## config.mk

```make
export PLATFORM = sky130hd
export DESIGN_NAME = rgbw_spi_master_tx
export DESIGN_NICKNAME = d
export VERILOG_FILES = /design/src/rtl/rgbw_spi_master_tx.sv
export SDC_FILE = /design/constraint.sdc
export NUM_CORES = 1
export LEC_CHECK = 0
export CAP_MARGIN = 10
export CORE_MARGIN = 2
export CORE_UTILIZATION = 48
export DETAILED_ROUTE_END_ITERATION = 8
export HOLD_SLACK_MARGIN = 0.15
export PLACE_DENSITY = 0.7
export SKIP_CTS_REPAIR_TIMING = 1
export SLEW_MARGIN = 5
export SYNTH_ARGS = -nofsm -noshare
export SYNTH_HDL_FRONTEND = slang
export SYNTH_SLANG_ARGS = --single-unit
export TNS_END_PERCENT = 20
```

## constraint.sdc

```tcl
create_clock -name clk -period 1.8 [get_ports clk]
set_input_delay 0.18 -clock clk [delete_from_list [all_inputs] [get_ports clk]]
set_output_delay 0.18 -clock clk [all_outputs]
set_load 0.03 [all_outputs]
```

## src/rtl/rgbw_spi_master_tx.sv

```systemverilog
// SPI mode-0 master transmitter for RGBW lamp command frames.
// Bytes arrive over valid/ready, are shifted MSB first, and cs frames each command.
module rgbw_spi_master_tx #(
  parameter int CLK_DIV = 4,
  parameter int CS_GAP  = 8
) (
  input  logic       clk,
  input  logic       reset,
  input  logic [7:0] tx_data,
  input  logic       tx_valid,
  input  logic       tx_last,
  output logic       tx_ready,
  output logic       sck,
  output logic       mosi,
  output logic       cs,
  output logic       busy,
  output logic [3:0] byte_cnt,
  output logic       done
);
  localparam int HW = $clog2(CLK_DIV + 1);
  localparam int GW = $clog2(CS_GAP + 1);
  localparam logic [HW-1:0] H_LAST = HW'(CLK_DIV - 1);
  localparam logic [HW-1:0] H_LEAD = HW'(CLK_DIV);
  localparam logic [GW-1:0] G_LAST = GW'(CS_GAP - 1);

  typedef enum logic [2:0] {IDLE, LEAD, SHIFT, WAIT, TRAIL, GAP} state_t;

  state_t        state, state_n;
  logic [HW-1:0] hcnt, hcnt_n;
  logic [GW-1:0] gcnt, gcnt_n;
  logic [2:0]    bcnt, bcnt_n;
  logic [7:0]    shreg, shreg_n;
  logic          last, last_n;
  logic          bdone, bdone_n;
  logic          sck_n, mosi_n, cs_n, done_n;
  logic [3:0]    byte_cnt_n;
  logic          accept;

  assign tx_ready = (state == IDLE) || (state == WAIT);
  assign accept   = tx_ready && tx_valid;

  always_ff @(posedge clk) begin
    if (!reset) begin
      state    <= IDLE;
      hcnt     <= '0;
      gcnt     <= '0;
      bcnt     <= '0;
      shreg    <= '0;
      last     <= 1'b0;
      bdone    <= 1'b0;
      sck      <= 1'b0;
      mosi     <= 1'b0;
      cs       <= 1'b1;
      busy     <= 1'b0;
      done     <= 1'b0;
      byte_cnt <= '0;
    end else begin
      state    <= state_n;
      hcnt     <= hcnt_n;
      gcnt     <= gcnt_n;
      bcnt     <= bcnt_n;
      shreg    <= shreg_n;
      last     <= last_n;
      bdone    <= bdone_n;
      sck      <= sck_n;
      mosi     <= mosi_n;
      cs       <= cs_n;
      busy     <= (state_n != IDLE);
      done     <= done_n;
      byte_cnt <= byte_cnt_n;
    end
  end

  always_comb begin
    state_n    = state;
    hcnt_n     = hcnt;
    gcnt_n     = gcnt;
    bcnt_n     = bcnt;
    shreg_n    = shreg;
    last_n     = last;
    bdone_n    = bdone;
    sck_n      = sck;
    mosi_n     = mosi;
    cs_n       = cs;
    done_n     = 1'b0;
    byte_cnt_n = byte_cnt;
    case (state)
      IDLE, WAIT: begin
        if (accept) begin
          shreg_n = tx_data;
          last_n  = tx_last;
          mosi_n  = tx_data[7];
          hcnt_n  = '0;
          bcnt_n  = '0;
          bdone_n = 1'b0;
          sck_n   = 1'b0;
          cs_n    = 1'b0;
          if (state == IDLE) begin
            state_n    = LEAD;
            byte_cnt_n = '0;
          end else begin
            state_n = SHIFT;
          end
        end
      end
      // Entry cycle plus CLK_DIV sck-low cycles of cs setup before the first rise.
      LEAD: begin
        if (hcnt == H_LEAD) begin
          state_n = SHIFT;
          sck_n   = 1'b1;
          hcnt_n  = '0;
        end else begin
          hcnt_n = hcnt + 1'b1;
        end
      end
      SHIFT: begin
        if (hcnt != H_LAST) begin
          hcnt_n = hcnt + 1'b1;
        end else begin
          hcnt_n = '0;
          if (sck) begin
            sck_n  = 1'b0;
            bcnt_n = bcnt + 1'b1;
            // After the 8th fall mosi keeps bit0 until the next byte is loaded.
            if (bcnt == 3'd7) begin
              bdone_n = 1'b1;
            end else begin
              shreg_n = {shreg[6:0], 1'b0};
              mosi_n  = shreg[6];
            end
          end else if (bdone) begin
            if (byte_cnt != 4'hF) byte_cnt_n = byte_cnt + 1'b1;
            state_n = last ? TRAIL : WAIT;
          end else begin
            sck_n = 1'b1;
          end
        end
      end
      TRAIL: begin
        if (hcnt != H_LAST) begin
          hcnt_n = hcnt + 1'b1;
        end else begin
          state_n = GAP;
          cs_n    = 1'b1;
          done_n  = 1'b1;
          gcnt_n  = '0;
        end
      end
      GAP: begin
        if (gcnt == G_LAST) state_n = IDLE;
        else                gcnt_n  = gcnt + 1'b1;
      end
      default: state_n = IDLE;
    endcase
  end
endmodule

```

Word level (Yosys, flattened, before mapping):

Index checks and enable logic that the tools add are counted.

* logic and storage cells: 111
* input bits: 12
* register bits: 31
* output and inout bits: 10

* reduce and logical (&&, ||, !) cells: 20
* $add $sub $neg: 4
* equal/unequal tests: 23
* mux-type cells: 51

Operators by type and width (count)
* 2-to-1 mux 3 bit: 14
* 2-to-1 mux 4 bit: 8
* 2-to-1 mux 7 bit: 4
* inequality test 2 bit (second input constant): 13
* one-hot mux 4 bit (2 select lines): 2
* one-hot mux 3 bit (5 select lines): 1
* 2-to-1 mux 1 bit: 14
* one-hot mux 7 bit (2 select lines): 1
* equality test 3 bit (second input constant): 4
* one-hot mux 3 bit (4 select lines): 1
* AND reduction 5 bit: 2
* AND reduction 3 bit: 3
* adder 4 x 1 -> 4 bit (second input constant): 2
* AND reduction 4 bit: 2
* AND reduction 7 bit: 1
* adder 3 x 1 -> 3 bit (second input constant): 2
* equality test 3 x 2 -> 1 bit (second input constant): 2
* one-hot mux 1 bit (2 select lines): 3
* one-hot mux 3 bit (2 select lines): 1
* nonzero test 2 bit: 3
* nonzero test 3 bit: 2
* equality test 4 x 3 -> 1 bit (second input constant): 1
* inequality test 4 bit (second input constant): 1
* AND reduction 2 bit: 2
* 9 further kinds: 9

Longest topological paths before layout:

* word-level depth: 6
* gate-level depth with buffers: 7
* mapped depth without buffers: 6

Least setup slack after synthesis:

OpenSTA, ideal clock, no wires.

* path kind: register -> register
* from: register hcnt[0]
* to: register shreg[5]
* clock period less this slack: 1.674 ns
* slack: 0.126 ns
* buffers on the path: 1
* required time: 1.721 ns
* arrival time: 1.595 ns
* library setup time: 0.079 ns
* cell stages (with the launch flop): 8
* path through: dfxtp_1 > ha_1 > ha_1 > nand4b_4 > o32ai_4 > buf_6 > nor2_2 > a211oi_2

* word-level cells in the longest chain between the ends: 3

RTL lines
* start: declaration: line 29 `logic [HW-1:0] hcnt, hcnt_n;`
* start signal: assignment: line 59 `hcnt <= hcnt_n;`
* inequality test 3 x 2 -> 1 bit: line 117 `if (hcnt != H_LAST) begin`
* inequality test 2 bit (no line)
* AND reduction 5 bit (no line)
* end signal: assignment: line 62 `shreg <= shreg_n;`
* end: declaration: line 32 `logic [7:0] shreg, shreg_n;`

Every way passes these cells.
A chain may end at the register's enable or synchronous reset.

Worst setup path after layout:

* from: register hcnt[0]
* to: register byte_cnt[3]

* word-level cells in the longest chain between the ends: 3

RTL lines
* inequality test 3 x 2 -> 1 bit: line 117
* inequality test 2 bit (no line)
* AND reduction 7 bit (no line)
* end signal: assignment: line 70 `byte_cnt <= byte_cnt_n;`
* end: declaration: line 17 `output logic [3:0] byte_cnt,`

Every way passes these cells.

==> impl_metrics.json <==
{
  "synth_cells": 197,
  "crit_arrival_ns": 1.89,
  "wirelength_um": 3930,
  "dpl_cell_area_um2": 2120,
  "critical_path.max_fanout": 5,
  "worstHoldStart": "cs",
  "first_global_vias": 1552,
  "core_um2": 3630,
  "r2r_cells": 6,
  "cts_max_level": 2,
  "synthMuxAreaShare": 0.0664,
  "min_period_ns": 1.73,
  "crit_end": "byte_cnt[3]",
  "num_rows": 22,
  "p_leak_nw": 0.907,
  "r2r_slack_ns": 0.07,
  "grt_max_degree": 16,
  "nFillCells": 340,
  "setup_tns_ns": 0,
  "die_w_um": 65.4,
  "whs_ns": 0.456,
  "yosys_warnings": 0,
  "fmax_mhz": 577,
  "synth-xor-area-share": 0.0388,
  "insertion_delay_ns": 0.28,
  "num_antenna_cells": 0,
  "synth.top_cell.area_share": 0.343,
  "critPathLaunch": "hcnt[0]",
  "gr-total-overflow": 0,
  "switching_share": 0.260,
  "synth_compound_area_frac": 0.193,
  "dr.pass1.iters": 4,
  "synthTopCellsByArea": "dfxtp_1 (34%), mux2i_1 (6.6%), ha_1 (6.2%)",
  "layout_commonest_cell": "dfxtp_1",
  "synth.ff_latch_count": 31,
  "post_drt_wl_per_cell_um": 14.2,
  "cap_violations": 0,
  "drtIter0Drc": 110,
  "synth.distinct_cells": 50,
  "switchingPower_uw": 397,
  "skew_ns": 0.00346,
  "gp_congestion": 0.858,
  "pwr-share-comb": 0.156,
  "area_delta_synth_final_pct": 23.0,
  "worstPathRequired_ns": 1.95,
  "r2r_start": "hcnt[0]",
  "maxSlewViolCount": 0,
  "end_kind": "flip-flop",
  "clockRootBuffer": "clkbuf_8",
  "worst_setup_path_start_kind": "flip-flop",
  "postSynth.asyncResetShare": 0,
  "cts_tree": "yes",
  "synth_edf_count": 0,
  "peakVddDrop_mv": 0.444,
  "power_density_nw_per_um2": 686,
  "worstHoldPathType": "reg -> reg",
  "dp_hpwl_um": 2980,
  "hold_viol_final": 0,
  "synth.avg_cell_area_um2": 9.18,
  "pwr-share-clk": 0.364,
  "antenna_found_initial": 0,
  "worstReg2RegEnd": "byte_cnt[3]",
  "cts_sinks": 31,
  "drc": 0,
  "rsz0062_at_grt": "true",
  "fin_util": 0.612,
  "worstSetupPathType": "reg -> reg",
  "grt_pass1_wl_um": 6640,
  "die_area_um2": 4270,
  "setup_violations": 0,
  "yosys.area_share.simple": 0.228,
  "synth_top_family_by_area": "simple AND/OR/NAND/NOR gates",
  "start_util": 0.498,
  "globalRouteTotalUtil": 0.200,
  "yosysTopAreaCell": "dfxtp_1",
  "io_buffers": 21,
  "fp.dieH_um": 65.4,
  "final_cell_mix": "dfxtp_1 (31), clkdlybuf4s50_1 (20), nor2_1 (18)",
  "p_int_mw": 1.13,
  "syn-cell-area_um2": 1810,
  "fin_nets": 249,
  "ys_seq_area_frac": 0.343,
  "seq_power_share": 0.480,
  "synth_nets": 218,
  "cts_buffer_depth": 2,
  "fin_area_um2": 2220,
  "vias_per_cell": 5.55,
  "slew_headroom": 0.676,
  "drive_gt1_frac": 0.171,
  "vias": 1531,
  "ant_nets": 0,
  "io_pins": 22,
  "outcome": "finished clean",
  "cts_buffers": 5,
  "synth_ff_type": "dfxtp_1",
  "synthAdderAreaFrac": 0.0623,
  "tightest_slew_ns": 0.486,
  "clkTransAtPathRegs_ns": 0.07,
  "timing.final.crit_share": 0.963
}
sequential cells by signal, indices dropped and copies added (netlist names):
register  cells
done          1
state         3
cs            1
bdone         1
hcnt          3
gcnt          4
mosi          1
busy          1
sck           1
shreg         7
byte_cnt      4
last          1
bcnt          3
how the worst min path moves through the flow:
stage | to | cells after the start
final | cs | 1
after CTS | cs | 1
after detailed placement | cs | 1
after global routing | last | 3
after floorplan | last | 2
after global placement | cs | 1
routing by layer:
| metal | routed length, µm | part of all wire | global-route usage |
|---|---|---|---|
| met5 | 0 | 0 | 0 |
| met1 | 1730 | 0.44 | 0.233 |
| met4 | 46 | 0.012 | 0.0755 |
| met2 | 2000 | 0.51 | 0.356 |
| met3 | 155 | 0.039 | 0.0428 |
synthesized netlist by cell type (all sizes together) (4+ instances only):
library cell / n
clkbuf: 4
nand2: 16
inv: 12
nor2: 20
buf: 8
o21ai: 8
mux2i: 12
dfxtp: 31
a211oi: 11
nor3: 5
o21a: 4
nor3b: 5
a21oi: 6
ha: 9
nand4: 4
critical path, stage by stage, from the launching register on:
cell,delay [ns]
dfxtp_1,0.33
ha_1,0.24
ha_2,0.30
nand4b_4,0.15
a31oi_2,0.26
nand4_1,0.17
mux2i_1,0.15
power by group through the flow:
| stage | clock [mW] | combinational, mW | sequential (mW) |
|---|---|---|---|
| 2_1_floorplan | 0 | 0.138 | 0.759 |
| 3_3_place_gp | 0 | 0.229 | 0.746 |
| 3_5_place_dp | 0 | 0.237 | 0.748 |
| 4_1_cts | 0.566 | 0.238 | 0.733 |
| 5_1_grt | 0.602 | 0.260 | 0.736 |
| 6_report | 0.555 | 0.239 | 0.733 |
per-stage QoR:
step	worst slack (ns)	instances	power (mW)
finish	0.0674	276	1.53
global route	-0.0189	276	1.60
CTS	0.0408	276	1.54
detailed placement	0.0441	269	0.985
global placement	0.130	269	0.975
floorplan	0.126	197	0.897
layout make-up:
| class | instances | area, µm² | area share |
|---|---|---|---|
| inverter | 12 | 45.0 | 0.0202 |
| timing repair buffer | 36 | 333 | 0.150 |
| tap | 48 | 60.1 | 0.0270 |
| multi-input combinational | 142 | 1080 | 0.485 |
| sequential | 31 | 621 | 0.279 |
| clock buffer | 6 | 82.6 | 0.0371 |
| clock inverter | 1 | 5.00 | 0.00225 |
logic make-up after synthesis:
logic type                 Yosys count
AOI/OAI and AO/OA                   45
xor gates and xnor gates             5
adders and majority gates            9
and+or+nand+nor                     71
buffers and inverters               24
DFF                                 31
muxes                               12
(Power assumes the default switching activity.)
==> variant (config.mk and constraints unchanged) <==
Put one more register stage on the output `byte_cnt`, cleared by the reset. The value now appears one clock later. The other outputs are not delayed to match.
--- a/src/rtl/rgbw_spi_master_tx.sv
+++ b/src/rtl/rgbw_spi_master_tx.sv
@@ -26,2 +26,4 @@
   typedef enum logic [2:0] {IDLE, LEAD, SHIFT, WAIT, TRAIL, GAP} state_t;
+
+  logic [3:0] byte_cnt_s0;
 
@@ -55,3 +57,3 @@
       done     <= 1'b0;
-      byte_cnt <= '0;
+      byte_cnt_s0 <= '0;
     end else begin
@@ -69,3 +71,3 @@
       done     <= done_n;
-      byte_cnt <= byte_cnt_n;
+      byte_cnt_s0 <= byte_cnt_n;
     end
@@ -85,3 +87,3 @@
     done_n     = 1'b0;
-    byte_cnt_n = byte_cnt;
+    byte_cnt_n = byte_cnt_s0;
     case (state)
@@ -131,3 +133,3 @@
           end else if (bdone) begin
-            if (byte_cnt != 4'hF) byte_cnt_n = byte_cnt + 1'b1;
+            if (byte_cnt_s0 != 4'hF) byte_cnt_n = byte_cnt_s0 + 1'b1;
             state_n = last ? TRAIL : WAIT;
@@ -155,2 +157,10 @@
   end
+  always_ff @(posedge clk) begin
+    if (!reset) begin
+      byte_cnt <= '0;
+    end else begin
+      byte_cnt <= byte_cnt_s0;
+    end
+  end
+
 endmodule
Function: no difference found for any inputs over 10 cycles, from zero or initial values and one cycle with reset low; that may be too few to reach the edited logic, so the function may still have changed.
==> variant against the original RTL <==
  * Count of clock-buffer cells in the layout unchanged
  * Setup slack worse by 0.046 ns
  * Via count rose by 8.0%
  * Area after synthesis is 1.9% higher
  * Highest routed layer unchanged
  * Synthesized cell count rose by 5.1%
  * Power grew 18%
  * Critical endpoint is now byte_cnt_s0[3]
  * Routed wire length rose by 5.7%
  * Final area increased by 6.9%
  * First-iteration DRC count grew 10%
  * Sequential cell count rose by 4
==> variant: results (changes against the original RTL) <==
layout:
  post_route_cells_drive_above_1_share_pct: 20.2  # +3.1 points
  finish.net_count: 268  # +7.6%
  fraction_of_area_in_multi_input_gates_pct: 44.1  # -4.4 points
  multi_input_gates: 148  # +4.2%
  regArea_sq_um: 703  # +13%
  inv_count: 11  # -1
  clockNetworkAreaShare_pct: 4.95  # +1.0 points
  buffer_area_share_pct: 17.2  # +2.2 points
  area.share.sequential_pct: 29.6  # +1.7 points
  stdcell_count: 296  # +7.2%
  buffers: 46  # +28%
  final.fill_count: 319  # -6.2%
route:
  met2_wirelength_um: 1970  # -1.5%
  routed_wl_um: 4150  # +5.7%
  wirelength_met1_um: 1880  # +8.9%
  via_count: 1653  # +8.0%
  drt-initial-drc-count: 121  # +10%
  wl_met3_um: 238  # +54%
placement:
  dp_hpwl_um: 2910  # -2.4%
  gp_routability_congestion: 0.839  # -2.2%
  dpl_worst_slack_ns: -0.112  # -0.157 ns
  detailed_place.area_sq_um: 2180  # +2.7%
  place.detailed.instances: 284  # +5.6%
synthesis:
  synthCells: 207  # +5.1%
  postSynthNetCount: 228  # +4.6%
  synth_top_cells_by_count: "sky130_fd_sc_hd__dfxtp_1 (35), sky130_fd_sc_hd__nand2_1 (24), sky130_fd_sc_hd__a21oi_1 (17)"
  synth.yosys.seq_area_share_pct: 38.0  # +3.7 points
  netlist_top_cells_area: "sky130_fd_sc_hd__dfxtp_1 (38%), sky130_fd_sc_hd__ha_1 (6.1%), sky130_fd_sc_hd__mux2i_1 (4.9%)"
  yosys_warns: 0  # unchanged
  ys_seq_elements: 35  # +13%
  synthDistinctLibCells: 52  # +4.0%
floorplanning:
  core_area_sq_um: 3690  # +1.5%
sta:
  clock-skew-final_ns: 0.00605  # +0.00260 ns
  hold_slack_ns: 0.452  # -0.00423 ns
  clock.fmax_mhz: 562  # -2.6%
  worst_slew_margin_rel_pct: 75.8  # +8.2 points
  finalSetupTns_ns: 0  # unchanged
critical_path:
  endpoint: "byte_cnt_s0[3]"
  worstPathMaxFanout: 8  # +3
  critical-path-slowest-cell: "sky130_fd_sc_hd__or4_4"
  rrSetupSlack_ns: 0.02  # -0.05 ns
  timing.critical_path.slowest_cell_delay_ns: 0.53  # +0.20 ns
  crit_family: "simple AND/OR/NAND/NOR gates"
global_route:
  first_global_vias: 1483  # -4.4%
  wire_length_of_the_first_global_routing_pass_um: 6690  # +0.74%
  globalRouteTotalUtil_pct: 20.1  # +0.17 points
  grt_max_degree: 16  # unchanged
power:
  total_switching_power_mw: 0.432  # +9.0%
  vdd_drop_max_mv: 0.519  # +17%
  power.switching_fraction_pct: 24.1  # -1.9 points
  comb_power_share_pct: 12.8  # -2.8 points
  power.static_leakage_nw: 0.888  # -2.1%
  power_clock_mw: 0.748  # +35%
min_path:
  hold-path-cell-count: 1  # unchanged
cts:
  cts_tree: "built"
  clkLatencyLatePin_ns: 0.30  # +0.02 ns
outcome:
  outcome: "finished, final reports clean"
==> variant: cell types whose count changed in the layout (fill, tap and decap cells not counted), moves of 8 or more <==
cell	unedited run	this run
sky130_fd_sc_hd__nand2_1	16	24
sky130_fd_sc_hd__a21oi_1	6	17
sky130_fd_sc_hd__nor2_1	18	8
sky130_fd_sc_hd__buf_4	15	25
sky130_fd_sc_hd__a311oi_1	0	8
==> variant: logic make-up after synthesis <==
| group | share of synthesized area (%) |
|---|---|
| adder cells (fa/ha/maj) | 6.11 |
| flip-flops | 38.0 |
| multiplexers | 4.89 |
| buffers and inverters | 7.34 |
| AND/OR/NAND/NOR | 21.5 |
| XOR/XNOR | 2.31 |
| AO/OA/AOI/OAI | 19.8 |
==> variant: routing by layer <==
metal	GRT usage, %	vias up
met5	0	-
met4	7.91	0
met3	6.13	7
met2	33.0	51
met1	24.7	764
li1	-	831
